**config.mk**
```make
export PLATFORM = sky130hd
export DESIGN_NAME = instr_loader_flat
export DESIGN_NICKNAME = d
export VERILOG_FILES = /design/src/rtl/instr_loader_if.sv /design/src/rtl/instr_loader.sv /design/src/flat_wrapper.sv
export SDC_FILE = /design/constraint.sdc
export NUM_CORES = 1
export LEC_CHECK = 0
export CAP_MARGIN = 20
export CORE_UTILIZATION = 47
export CTS_BUF_LIST = sky130_fd_sc_hd__clkbuf_4 sky130_fd_sc_hd__clkbuf_8 sky130_fd_sc_hd__clkbuf_16
export CTS_CLUSTER_DIAMETER = 30
export CTS_CLUSTER_SIZE = 28
export DETAILED_ROUTE_END_ITERATION = 8
export PLACE_DENSITY = 0.83
export SLEW_MARGIN = 20
export SYNTH_ARGS = -nofsm -noshare
export SYNTH_HDL_FRONTEND = slang
export SYNTH_SLANG_ARGS = --single-unit
```
**constraint.sdc**
```tcl
create_clock -name clk -period 2.4 [get_ports clk]
set_clock_uncertainty 0.2 [all_clocks]
set_input_delay 0.24 -clock clk [delete_from_list [all_inputs] [get_ports clk]]
set_output_delay 0.24 -clock clk [all_outputs]
set_load 0.02 [all_outputs]
```
**src/rtl/instr_loader_if.sv**
```systemverilog
// rtl/instr_loader_if.sv - control, byte-stream and instruction-memory write bundle for instr_loader
interface instr_loader_if #(
  parameter int ADDR_W = 7,
  parameter int CNT_W  = 8
);
  logic              start;
  logic [CNT_W-1:0]  num_words;
  logic              byte_valid;
  logic [7:0]        byte_data;
  logic              byte_ready;
  logic              mem_we;
  logic [ADDR_W-1:0] mem_addr;
  logic [31:0]       mem_din;
  logic              cpu_hlt;
  logic              busy;
  logic              done;
  logic              err;

  modport master (
    output start, num_words, byte_valid, byte_data,
    input  byte_ready, mem_we, mem_addr, mem_din, cpu_hlt, busy, done, err
  );

  modport slave (
    input  start, num_words, byte_valid, byte_data,
    output byte_ready, mem_we, mem_addr, mem_din, cpu_hlt, busy, done, err
  );
endinterface

```
**src/rtl/instr_loader.sv**
```systemverilog
// rtl/instr_loader.sv - byte-stream program loader writing big-endian words into instruction memory
module instr_loader #(
  parameter int ADDR_W = 7,
  parameter int CNT_W  = 8
) (
  input  logic          clk,
  input  logic          rst_n,
  instr_loader_if.slave bus
);
  localparam int DEPTH = 1 << ADDR_W;

  typedef enum logic [1:0] {IDLE, RECV, WRITE, DONE} state_t;

  state_t            state_q, state_d;
  logic [CNT_W-1:0]  nwords_q, nwords_d;
  logic [1:0]        bcnt_q, bcnt_d;
  logic [23:0]       shift_q, shift_d;
  logic [ADDR_W-1:0] addr_q, addr_d;
  logic [31:0]       din_q, din_d;
  logic              we_q, we_d;
  logic              rdy_q, rdy_d;
  logic              busy_q, busy_d;
  logic              done_q, done_d;
  logic              err_q, err_d;
  logic              hlt_q, hlt_d;
  logic              start_ok;
  logic              byte_acc;
  logic              last_word;

  // Legal length is 1..DEPTH; rdy_q is only ever high in RECV so it gates acceptance.
  assign start_ok  = (bus.num_words != '0) && (bus.num_words <= CNT_W'(DEPTH));
  assign byte_acc  = bus.byte_valid & rdy_q;
  assign last_word = (CNT_W'(addr_q) == (nwords_q - CNT_W'(1)));

  // Next-state logic; all outputs are registered and derived from the next state.
  always_comb begin
    state_d  = state_q;
    nwords_d = nwords_q;
    bcnt_d   = bcnt_q;
    shift_d  = shift_q;
    addr_d   = addr_q;
    din_d    = din_q;
    hlt_d    = hlt_q;
    err_d    = 1'b0;
    case (state_q)
      IDLE: begin
        if (bus.start) begin
          if (start_ok) begin
            nwords_d = bus.num_words;
            bcnt_d   = 2'd0;
            addr_d   = '0;
            hlt_d    = 1'b1;
            state_d  = RECV;
          end else begin
            err_d = 1'b1;
          end
        end
      end
      RECV: begin
        if (byte_acc) begin
          shift_d = {shift_q[15:0], bus.byte_data};
          bcnt_d  = bcnt_q + 2'd1;
          if (bcnt_q == 2'd3) begin
            din_d   = {shift_q, bus.byte_data};
            state_d = WRITE;
          end
        end
      end
      WRITE: begin
        if (last_word) begin
          hlt_d   = 1'b0;
          state_d = DONE;
        end else begin
          addr_d  = addr_q + ADDR_W'(1);
          state_d = RECV;
        end
      end
      DONE: begin
        state_d = IDLE;
      end
      default: begin
        state_d = IDLE;
      end
    endcase
    rdy_d  = (state_d == RECV);
    we_d   = (state_d == WRITE);
    busy_d = (state_d != IDLE);
    done_d = (state_d == DONE);
  end

  // State and output registers; reset discards any partial word but leaves memory alone.
  always_ff @(posedge clk or negedge rst_n) begin
    if (!rst_n) begin
      state_q  <= IDLE;
      nwords_q <= '0;
      bcnt_q   <= 2'd0;
      shift_q  <= '0;
      addr_q   <= '0;
      din_q    <= '0;
      we_q     <= 1'b0;
      rdy_q    <= 1'b0;
      busy_q   <= 1'b0;
      done_q   <= 1'b0;
      err_q    <= 1'b0;
      hlt_q    <= 1'b1;
    end else begin
      state_q  <= state_d;
      nwords_q <= nwords_d;
      bcnt_q   <= bcnt_d;
      shift_q  <= shift_d;
      addr_q   <= addr_d;
      din_q    <= din_d;
      we_q     <= we_d;
      rdy_q    <= rdy_d;
      busy_q   <= busy_d;
      done_q   <= done_d;
      err_q    <= err_d;
      hlt_q    <= hlt_d;
    end
  end

  assign bus.byte_ready = rdy_q;
  assign bus.mem_we     = we_q;
  assign bus.mem_addr   = addr_q;
  assign bus.mem_din    = din_q;
  assign bus.cpu_hlt    = hlt_q;
  assign bus.busy       = busy_q;
  assign bus.done       = done_q;
  assign bus.err        = err_q;
endmodule

```
**src/flat_wrapper.sv**
```systemverilog
// flat-port wrapper written by rule: the top's interface ports become plain ports
module instr_loader_flat 
#(
  parameter int ADDR_W = 7,
  parameter int CNT_W  = 8
)
  (clk, rst_n, bus_start, bus_num_words, bus_byte_valid, bus_byte_data, bus_byte_ready, bus_mem_we, bus_mem_addr, bus_mem_din, bus_cpu_hlt, bus_busy, bus_done, bus_err);
  instr_loader_if #(.ADDR_W(ADDR_W), .CNT_W(CNT_W)) bus_i ();
  input  logic clk;
  input  logic rst_n;
  input wire logic [$bits(bus_i.start)-1:0] bus_start;
  input wire logic [$bits(bus_i.num_words)-1:0] bus_num_words;
  input wire logic [$bits(bus_i.byte_valid)-1:0] bus_byte_valid;
  input wire logic [$bits(bus_i.byte_data)-1:0] bus_byte_data;
  output wire logic [$bits(bus_i.byte_ready)-1:0] bus_byte_ready;
  output wire logic [$bits(bus_i.mem_we)-1:0] bus_mem_we;
  output wire logic [$bits(bus_i.mem_addr)-1:0] bus_mem_addr;
  output wire logic [$bits(bus_i.mem_din)-1:0] bus_mem_din;
  output wire logic [$bits(bus_i.cpu_hlt)-1:0] bus_cpu_hlt;
  output wire logic [$bits(bus_i.busy)-1:0] bus_busy;
  output wire logic [$bits(bus_i.done)-1:0] bus_done;
  output wire logic [$bits(bus_i.err)-1:0] bus_err;
  assign bus_i.start = bus_start;
  assign bus_i.num_words = bus_num_words;
  assign bus_i.byte_valid = bus_byte_valid;
  assign bus_i.byte_data = bus_byte_data;
  assign bus_byte_ready = bus_i.byte_ready;
  assign bus_mem_we = bus_i.mem_we;
  assign bus_mem_addr = bus_i.mem_addr;
  assign bus_mem_din = bus_i.mem_din;
  assign bus_cpu_hlt = bus_i.cpu_hlt;
  assign bus_busy = bus_i.busy;
  assign bus_done = bus_i.done;
  assign bus_err = bus_i.err;
  instr_loader #(.ADDR_W(ADDR_W), .CNT_W(CNT_W)) u_core (.clk(clk), .rst_n(rst_n), .bus(bus_i));
endmodule
```
==> results.ini, run 1 <==
[status]
outcome=complete, but fails checks
violations=setup timing

[routing]
drt-vias-per-instance=5.150
avgRoutedWirePerCell_um=15.36
drt-initial-drc-count=139
ant_nets=0
route.detailed.drc=0
via_count=2611
wirelength_um=7788
firstDrtPassIters=4

[global_routing]
antenna_found_initial=0
grt_util_all_layers=0.2221
grt_pass1_vias=2724
gr-usage-met1=0.2748
grt.met3_usage=0.06503
grt_start_max_net_pins=48
met2_usage=0.3643
busiest_layer=met2
grt_overflow=0
grt_pass1_wl_um=12830

[yosys]
synth_area_sq_mm=0.003465
ys_async_sr_fraction=1.000
ys_dominant_reg_cell=dfrtp_1
synth_seq_area_share=0.5854
synth_cell_types=48
synth_nets=341
postSynthCellCount=318
synth-seq-cells=81
yosysWarnings=0
synth-edff-count=0
synth_area_per_cell_sq_um=10.89

[sta]
slew_headroom=0.6812
finalMaxSlewViolations=0
max_freq_ghz=0.4110
tns_ns=-0.05428
hold_violations=0
worst_slack_ns=-0.03320
period_needed_ns=2.433
period_share=1.014
rsz0062_at_grt=yes
setup_viol=2
worstMarginPinSlew_ns=0.4781

[critical_path]
reg2reg_depth=8
cp_slowest_cell=or4_4
reg2reg_to=u_core.state_q[1]
crit_arrival_ns=2.51
worstSetupEndpointType=flip-flop
path_cells=inv_2, ha_4, nor2b_1, or3_1, a31o_1, or4_4, nor3_4, nand2b_1
critPathKind=reg2reg
rr_startpoint=u_core.nwords_q[0]
cpPeakStageDelay_ns=0.46
ff2ff_setup_slack_ns=-0.03
critPathLaunchType=flip-flop
path_max_fanout=8
cp_data_required_time_ns=2.48

[floorplan]
die_h_um=87.86
start_util=0.4989
floorplan.io_pins=65
core-area_sq_mm=0.006944
die_area_sq_mm=0.007719
rows=30
dieWidth_um=87.86

[clocking]
cts_buffer_depth=2
clk_pin_slew_ns=0.08
clock_latency_ns=0.35
cts.sinks=81
numCtsBuffers=9
cts_tree=done
htree_levels=3
cts-root-buf=clkbuf_8

[final_layout]
multi_input_area_sq_mm=0.001425
num_antenna_cells=0
fin_nets=429
seqCellArea_sq_mm=0.002031
fillers=507
area_growth_pct=35.75
finalNonFillerCells=507
drive_gt1_frac=0.2409

[place]
dp_hpwl_um=5307
dp_slack_ns=-0.2388
io_buffers=64
dp_cells=484
gp_congestion=0.8441

[power_and_ir_drop]
vdd_ir_drop_max_uv=657.9
p_leak_nw=2.256
power_density_mw_per_mm2=1245

[run]
maxCapViolCount=0

[hold_path]
hp-class=in2async

-- critical path, delay by kind of cell (launching register included) --
kind	cells	cell delay [ns]
AOI/OAI and AO/OA	1	0.22
adders and majority gates	1	0.19
buffers and inverters	1	0.09
DFF	1	0.40
and+or+nand+nor	5	1.27
-- flip-flops by register name, summed over array words and instances (netlist names) --
name / count
u_core.bus.mem_addr: 7
u_core.nwords_q: 8
u_core.bus.byte_ready: 1
u_core.state_q: 2
u_core.bus.done: 1
u_core.bus.cpu_hlt: 1
u_core.shift_q: 24
u_core.bus.mem_we: 1
u_core.bus.err: 1
u_core.bus.mem_din: 32
u_core.bcnt_q: 2
u_core.bus.busy: 1
-- through the flow --
stage                     utilization  hold WS (ns)  area (sq um)  total power, W
after global routing           0.6773        0.2209          4703        0.006215
after floorplan                     -       -0.2556          3467        0.003555
after global placement         0.6243       0.01941          4335        0.004470
after detailed placement       0.6243       0.02290          4335        0.004580
after CTS                      0.6665        0.1898          4628        0.005762
final                          0.6773        0.1925          4703        0.005855
-- synth_stat cells, types with 2 or more instances --
master / count / share of area
ha_1: 3 / 0.011
nand2_1: 96 / 0.10
o21ai_0: 10 / 0.014
or3_1: 2 / 0.0036
xnor2_1: 4 / 0.010
mux2_2: 32 / 0.10
and3_1: 2 / 0.0036
or4_1: 2 / 0.0043
xor2_1: 5 / 0.013
clkbuf_1: 8 / 0.0087
o21ai_1: 2 / 0.0029
nor2_1: 11 / 0.012
a21oi_1: 4 / 0.0058
inv_1: 8 / 0.0087
dfrtp_1: 80 / 0.58
nor3_1: 3 / 0.0043
buf_6: 2 / 0.0065
nand2b_1: 2 / 0.0036
buf_2: 2 / 0.0029
nor2b_1: 2 / 0.0036
nand3_1: 11 / 0.016
-- cell type report --
class | instances | area share
clock buffer | 11 | 0.03086
clock inverter | 5 | 0.01676
inverter | 8 | 0.006385
multi-input combinational | 217 | 0.3030
sequential | 81 | 0.4318
tap | 96 | 0.02554
timing repair buffer | 89 | 0.1857
-- power breakdown --
part           switching [W]  total (W)  internal [W]
clock network       0.000465    0.00109      0.000624
registers           0.000430    0.00234       0.00191
logic                0.00122    0.00243       0.00120
-- layer usage --
metal | share of wire | wire length (um)
met5 | 0 | 0
met4 | 0.018 | 137
met3 | 0.047 | 365
met2 | 0.51 | 3939
met1 | 0.43 | 3345
-- logic make-up after synthesis --
group / count (synthesis) / share of synthesized area
AO/OA/AOI/OAI: 28 / 0.05598
XOR/XNOR: 9 / 0.02275
adder cells (fa/ha/maj): 3 / 0.01084
buffers and inverters: 20 / 0.02672
flip-flops: 81 / 0.5854
multiplexers: 32 / 0.1040
AND/OR/NAND/NOR: 145 / 0.1943
-- placed cells by master (no fill, tap or decap), types with 3 or more instances in the layout --
master           Yosys  layout
dfrtp_1             80      78
nand2_1             96      96
o21ai_1              2       3
buf_12               0       3
clkbuf_8             0      10
o21ai_0             10       7
xnor2_1              4       4
inv_1                8       6
buf_4                0      20
xor2_1               5       5
nor2_1              11      10
clkdlybuf4s50_1      0      63
nand3_1             11      11
mux2_2              32      32
a21oi_1              4       3
-- repair_timing --
item,CTS,global route
hold buffers,1,0
buffers inserted,2,4
setup endpoints to repair,6,11
pin swaps,1,9
resized for setup,7,16
hold endpoints to repair,34,0
-- how the worst max path moves through the flow --
stage | start | to | slack (ns) | cells past startpoint
after floorplan | u_core.nwords_q[0] | u_core.bus.mem_addr[2] | -0.01 | 10
final | u_core.nwords_q[0] | u_core.state_q[1] | -0.03 | 8
after global routing | u_core.nwords_q[0] | u_core.state_q[1] | -0.14 | 7
after global placement | bus_num_words[1] | u_core.bus.mem_addr[2] | -0.21 | 8
after detailed placement | bus_num_words[0] | u_core.bus.mem_addr[2] | -0.24 | 8
after CTS | u_core.nwords_q[2] | u_core.bus.mem_addr[2] | -0.08 | 6
Note: power is estimated with default switching activity, not from simulation.
==> run 2: changes to the inputs <==
==> constraint.sdc (replaced) <==
create_clock -name clk -period 2.4 [get_ports clk]
set_clock_uncertainty 0.2 [all_clocks]
set_input_delay 0.48 -clock clk [delete_from_list [all_inputs] [get_ports clk]]
set_output_delay 0.48 -clock clk [all_outputs]
set_load 0.1 [all_outputs]
==> run 2 against run 1 <==
Hold slack improved by 0.082 ns. Highest routed layer unchanged. Utilization fell by 1.7 points. The run still ends with setup timing left. Fmax fell by 3.1%. Non-clock buffer count rose by 6. Via count rose by 0.88%.
==> results.ini, run 2 (same netlist as run 1, synthesis figures left out) <==
[status]
outcome=complete, but fails checks
violations=setup timing

[critical_path]
critPathLaunchType=flip-flop
worstSetupEndpointType=flip-flop
critPathKind=reg2reg
cp_data_required_time_ns=2.43  ; -0.05 ns
cpPeakStageDelay_ns=0.42  ; -0.04 ns
path_max_fanout=9  ; +1
crit_arrival_ns=2.54  ; +0.03 ns
path_cells=inv_2, ha_4, nor2b_1, or3_1, a31o_1, o41ai_4, buf_6, nor3b_2, a221o_1
cp_slowest_cell=o41ai_4

[sta]
slew_headroom=0.6906  ; +0.009336
setup_viol=10  ; +8
worstMarginPinSlew_ns=0.4641  ; -0.01401 ns
worst_slack_ns=-0.1099  ; -0.07674 ns
rsz0062_at_grt=yes
period_share=1.046  ; +0.03197
hold_violations=0  ; unchanged
finalMaxSlewViolations=0  ; unchanged
period_needed_ns=2.510  ; +0.07674 ns
max_freq_ghz=0.3984  ; -3.1%
hold_ws_ns=0.2742  ; +0.08170 ns

[routing]
wirelength_um=7481  ; -3.9%
firstDrtPassIters=4  ; unchanged
drt-vias-per-instance=5.135  ; -0.30%
wl_met3_um=299  ; -18%
avgRoutedWirePerCell_um=14.58  ; -5.1%
wirelength_met1_um=3351  ; +0.18%
route.top_layer_used=met4
route.detailed.drc=0  ; unchanged
via_count=2634  ; +0.88%
drt-initial-drc-count=209  ; +50%
wl_met2_um=3730  ; -5.3%
ant_nets=0  ; unchanged

[global_routing]
grt_overflow=0  ; unchanged
grt_util_all_layers=0.2100  ; -0.01213
grt_start_max_net_pins=39  ; -19%
grt_pass1_wl_um=12350  ; -3.7%
grt_pass1_vias=2578  ; -5.4%
antenna_found_initial=0  ; unchanged

[clocking]
cts.sinks=81  ; unchanged
cts_buffer_depth=2  ; unchanged
clk_pin_slew_ns=0.08  ; about the same
clock_latency_ns=0.34  ; about the same
htree_levels=3  ; unchanged
numCtsBuffers=9  ; unchanged
cts-root-buf=clkbuf_8
cts_tree=done

[place]
gp_congestion=0.8803  ; +4.3%
dp_hpwl_um=5188  ; -2.2%
io_buffers=64  ; unchanged

[floorplan]
floorplan.io_pins=65  ; unchanged
die_area_sq_mm=0.007719  ; unchanged
start_util=0.4989  ; unchanged
dieWidth_um=87.86  ; unchanged
rows=30  ; unchanged
core-area_sq_mm=0.006944  ; unchanged
die_h_um=87.86  ; unchanged

[hold_path]
hp-class=reg2reg

[final_layout]
largest_reg_flops=32  ; unchanged
fin_nets=435  ; +1.4%
utilization=0.6607  ; -0.01658
area_growth_pct=32.43
drive_gt1_frac=0.3597  ; +0.1188
num_antenna_cells=0  ; unchanged
layout.cells.most_common_list=nand2_1 (96), buf_4 (74), dfrtp_1 (73), mux2_2 (32), clkdlybuf4s50_1 (14)
final_common_cell=nand2_1
fillers=526  ; +3.7%

[run]
maxCapViolCount=0  ; unchanged

[run 2: cell types whose count changed in the layout (fill, tap and decap cells not counted), sizes merged]
cell           change
bufinv             -1
clkbuf             +1
dlygate4sd2        +3
clkdlybuf4s50     -49
clkinv             -1
clkdlybuf4s15      +1
buf               +51
clkinvlp           +1
[run 2: path summary, 6_finish.rpt]
kind | from | to | cells past startpoint | slack, ns
max | u_core.nwords_q[0] | u_core.bus.mem_addr[2] | 9 | -0.11
min | u_core.shift_q[23] | u_core.shift_q[23] | 2 | 0.27
max reg2reg | u_core.nwords_q[0] | u_core.bus.mem_addr[2] | 9 | -0.11
min reg2reg | u_core.shift_q[23] | u_core.shift_q[23] | 2 | 0.27
max in group asynchronous | rst_n | u_core.bus.mem_din[16] | 3 | 0.86
min in group asynchronous | rst_n | u_core.bus.mem_addr[5] | 2 | 0.43
[run 2: layer usage]
metal	up-vias	global-route usage
met5	-	0
met4	0	0.07899
met3	10	0.03393
met2	72	0.3376
met1	1289	0.2885
li1	1263	-
[run 2: per-stage QoR]
step	cells	setup WS [ns]	TNS [ns]	area (sq um)
global route	513	-0.1943	-1.369	4588
detailed placement	490	-0.4841	-7.364	4252
floorplan	318	-0.02427	-0.02427	3476
finish	513	-0.1099	-0.4218	4588
CTS	508	-0.09045	-0.3578	4541
global placement	490	-0.4505	-6.634	4252
[run 2: critical path, delay by kind of cell, from the launching register on]
family / cells / cell delay, ns
AND/OR/NAND/NOR: 3 / 0.45
AO/OA/AOI/OAI: 3 / 0.90
adder cells (fa/ha/maj): 1 / 0.19
buffers and inverters: 2 / 0.27
flip-flops: 1 / 0.39
[run 2: area by class of cell]
class	count	area [sq um]	area share
Sequential cell	81	2037	0.4440
Clock buffer	12	158.9	0.03463
Tap cell	96	120.1	0.02618
Multi-Input combinational cell	217	1418	0.3090
Timing Repair Buffer	95	773.2	0.1685
Clock inverter	4	51.30	0.01118
Inverter	8	30.03	0.006545
[run 2: what timing repair did]
item,CTS,global route
gates resized for setup,16,4
pin swaps,4,4
hold buffers,1,0
buffers inserted,1,5
gates cloned,0,0
setup endpoints to repair,19,15
hold endpoints to repair,35,0
Power of run 2 is left out: the tool's default activity adds up to more than one toggle a clock period on the data nets, which glitch-free logic cannot reach.
==> run 3: changes to the inputs <==
==> constraint.sdc (replaced) <==
create_clock -name clk -period 2.1 [get_ports clk]
set_clock_uncertainty 0.2 [all_clocks]
set_input_delay 0.63 -clock clk [delete_from_list [all_inputs] [get_ports clk]]
set_output_delay 0.63 -clock clk [all_outputs]
set_load 0.1 [all_outputs]
==> run 3 against run 2 <==
The flow still finishes with violations (setup timing). Cell count is 4.7% higher. Global-route usage is 6.7 points higher. Worst setup slack worse by 0.53 ns. Die area stayed put. Sequential cell count stayed put. Non-clock buffer count is 24 higher. Hold slack worse by 0.0018 ns. Count of clock-buffer cells in the layout is 3 lower. Sequential share of layout area is 7.4 points lower. Final area is 20% higher. Critical endpoint is now u_core.bus.mem_addr[3]. Highest routed layer unchanged.
==> results.ini, run 3 (same netlist as run 1, synthesis figures left out) <==
[final_layout]
layout.cells.most_common_list=nand2_1 (84), dfrtp_1 (71), buf_12 (47), buf_4 (44), mux2_2 (32)
finalNonFillerCells=537  ; +4.7%
fillers=348  ; -34%
final_common_cell=nand2_1
fin_nets=459  ; +5.5%
largest_reg_flops=32  ; unchanged
num_antenna_cells=0  ; unchanged
area_growth_pct=59.30
drive_gt1_frac=0.4649  ; +0.1051

[sta]
hold_violations=0  ; unchanged
rsz0062_at_grt=yes
setup_viol=20  ; +10
tns_ns=-7.395  ; -6.973 ns
period_needed_ns=2.739  ; +0.2293 ns
worst_slack_ns=-0.6393  ; -0.5293 ns
max_freq_ghz=0.3651  ; -8.4%
worstMarginPinSlew_ns=0.4299  ; -0.03425 ns
slew_headroom=0.7126  ; +0.02203
period_share=1.304  ; +0.2586
finalMaxSlewViolations=0  ; unchanged

[status]
violations=setup timing
outcome=complete, but fails checks

[place]
io_buffers=64  ; unchanged
dp_cells=504  ; +2.9%
gp_congestion=0.9168  ; +4.1%
dp_hpwl_um=6075  ; +17%
dp_slack_ns=-0.9045  ; -0.4203 ns

[global_routing]
grt_start_max_net_pins=47  ; +21%
grt_pass1_wl_um=15760  ; +28%
grt_pass1_vias=3200  ; +24%
grt_overflow=0  ; unchanged
antenna_found_initial=0  ; unchanged
grt_util_all_layers=0.2768  ; +0.06685

[critical_path]
critPathLaunchType=flip-flop
crit_top_cell=buf_4
reg2reg_depth=10  ; +1
rr_startpoint=u_core.nwords_q[0]
crit_path_end=u_core.bus.mem_addr[3]
crit_arrival_ns=2.81  ; +0.27 ns
cp_data_required_time_ns=2.17  ; -0.26 ns
path_max_fanout=7  ; -2
ff2ff_setup_slack_ns=-0.64  ; -0.53 ns
path_cells=buf_4, nor2_1, and3_2, o2111ai_1, buf_4, o41ai_2, buf_4, buf_6, o31ai_4, a21o_1
cp.depth=10  ; +1
cp-startpoint=u_core.nwords_q[0]
crit_buf_inv=4  ; +2
cp_slowest_cell=dfrtp_1
critPathKind=reg2reg
reg2reg_to=u_core.bus.mem_addr[3]
path_delay_family=buffers and inverters
cpPeakStageDelay_ns=0.42  ; about the same
worstSetupEndpointType=flip-flop

[floorplan]
die_area_sq_mm=0.007719  ; unchanged
start_util=0.4989  ; unchanged
core-area_sq_mm=0.006944  ; unchanged
floorplan.io_pins=65  ; unchanged
die_h_um=87.86  ; unchanged
rows=30  ; unchanged
dieWidth_um=87.86  ; unchanged

[clocking]
cts.sinks=81  ; unchanged
cts_tree=done
numCtsBuffers=9  ; unchanged
clk_pin_slew_ns=0.09  ; about the same
clock_latency_ns=0.37  ; +0.03 ns
cts-root-buf=clkbuf_8
cts_buffer_depth=2  ; unchanged
htree_levels=3  ; unchanged

[run]
maxCapViolCount=0  ; unchanged

[hold_path]
min_from=bus_num_words[2]
hp-class=in2reg

[routing]
via_count=3096  ; +18%
drt-initial-drc-count=327  ; +56%
firstDrtPassIters=5  ; +1
ant_nets=0  ; unchanged
wirelength_um=11610  ; +55%
avgRoutedWirePerCell_um=21.62  ; +48%
route.detailed.drc=0  ; unchanged
drt-vias-per-instance=5.765  ; +12%

[run 3: cell types whose count changed in the layout (fill, tap and decap cells not counted), sizes merged]
cell and delta:
buf +28, inv +4, clkbuf -3, dlygate4sd2 -3, clkdlybuf4s50 -2, dlymetal6s2s +2
clkdlybuf4s15 -1, clkinv -1
[run 3: worst min-delay path by stage]
stage,end,slack [ns],depth (start not counted)
2_1_floorplan,u_core.bcnt_q[0],0.13,0
3_3_place_gp,u_core.shift_q[23],0.25,2
3_5_place_dp,u_core.shift_q[20],0.27,2
4_1_cts,u_core.nwords_q[2],0.25,3
5_1_grt,u_core.nwords_q[2],0.27,3
6_report,u_core.nwords_q[2],0.27,3
[run 3: worst min-delay path, cell delays in order]
cell     delay, ns
buf_6         0.08
nand2_4       0.05
nand2_2       0.05
[run 3: timing repair]
item / CTS / global route
pin swaps: 15 / 17
hold endpoints to repair: 21 / 0
gates cloned: 2 / 0
setup buffers: 8 / 7
gates resized for setup: 42 / 34
endpoints found under the setup margin: 23 / 22
hold buffers: 1 / 0
[run 3: metal layers]
layer  vias to the layer above  global-route usage  wire (um)
met5                         -                   0          0
met1                      1530              0.3053       4291
met4                         0              0.1610        656
met3                        67             0.06126        774
li1                       1304                   -          -
met2                       195              0.4905       5890
[run 3: final cells by class]
cell class | instances | area, sq um | share of cell area
flip-flops and latches | 81 | 2039 | 0.3695
repair buffers | 119 | 1567 | 0.2838
multi-input cells | 217 | 1555 | 0.2818
clock buffers | 9 | 123.9 | 0.02244
well taps | 96 | 120.1 | 0.02176
clock inverters | 7 | 83.83 | 0.01519
inverters | 8 | 30.03 | 0.005441
[run 3: per-stage QoR]
step           hold slack (ns)  utilization  instance area, sq um
2_1_floorplan           0.1344            -                  3527
3_3_place_gp            0.2541       0.7157                  4970
3_5_place_dp            0.2675       0.7157                  4970
4_1_cts                 0.2489       0.7712                  5355
5_1_grt                 0.2680       0.7948                  5519
6_report                0.2724       0.7948                  5519
Power of run 3 is left out for the same reason.
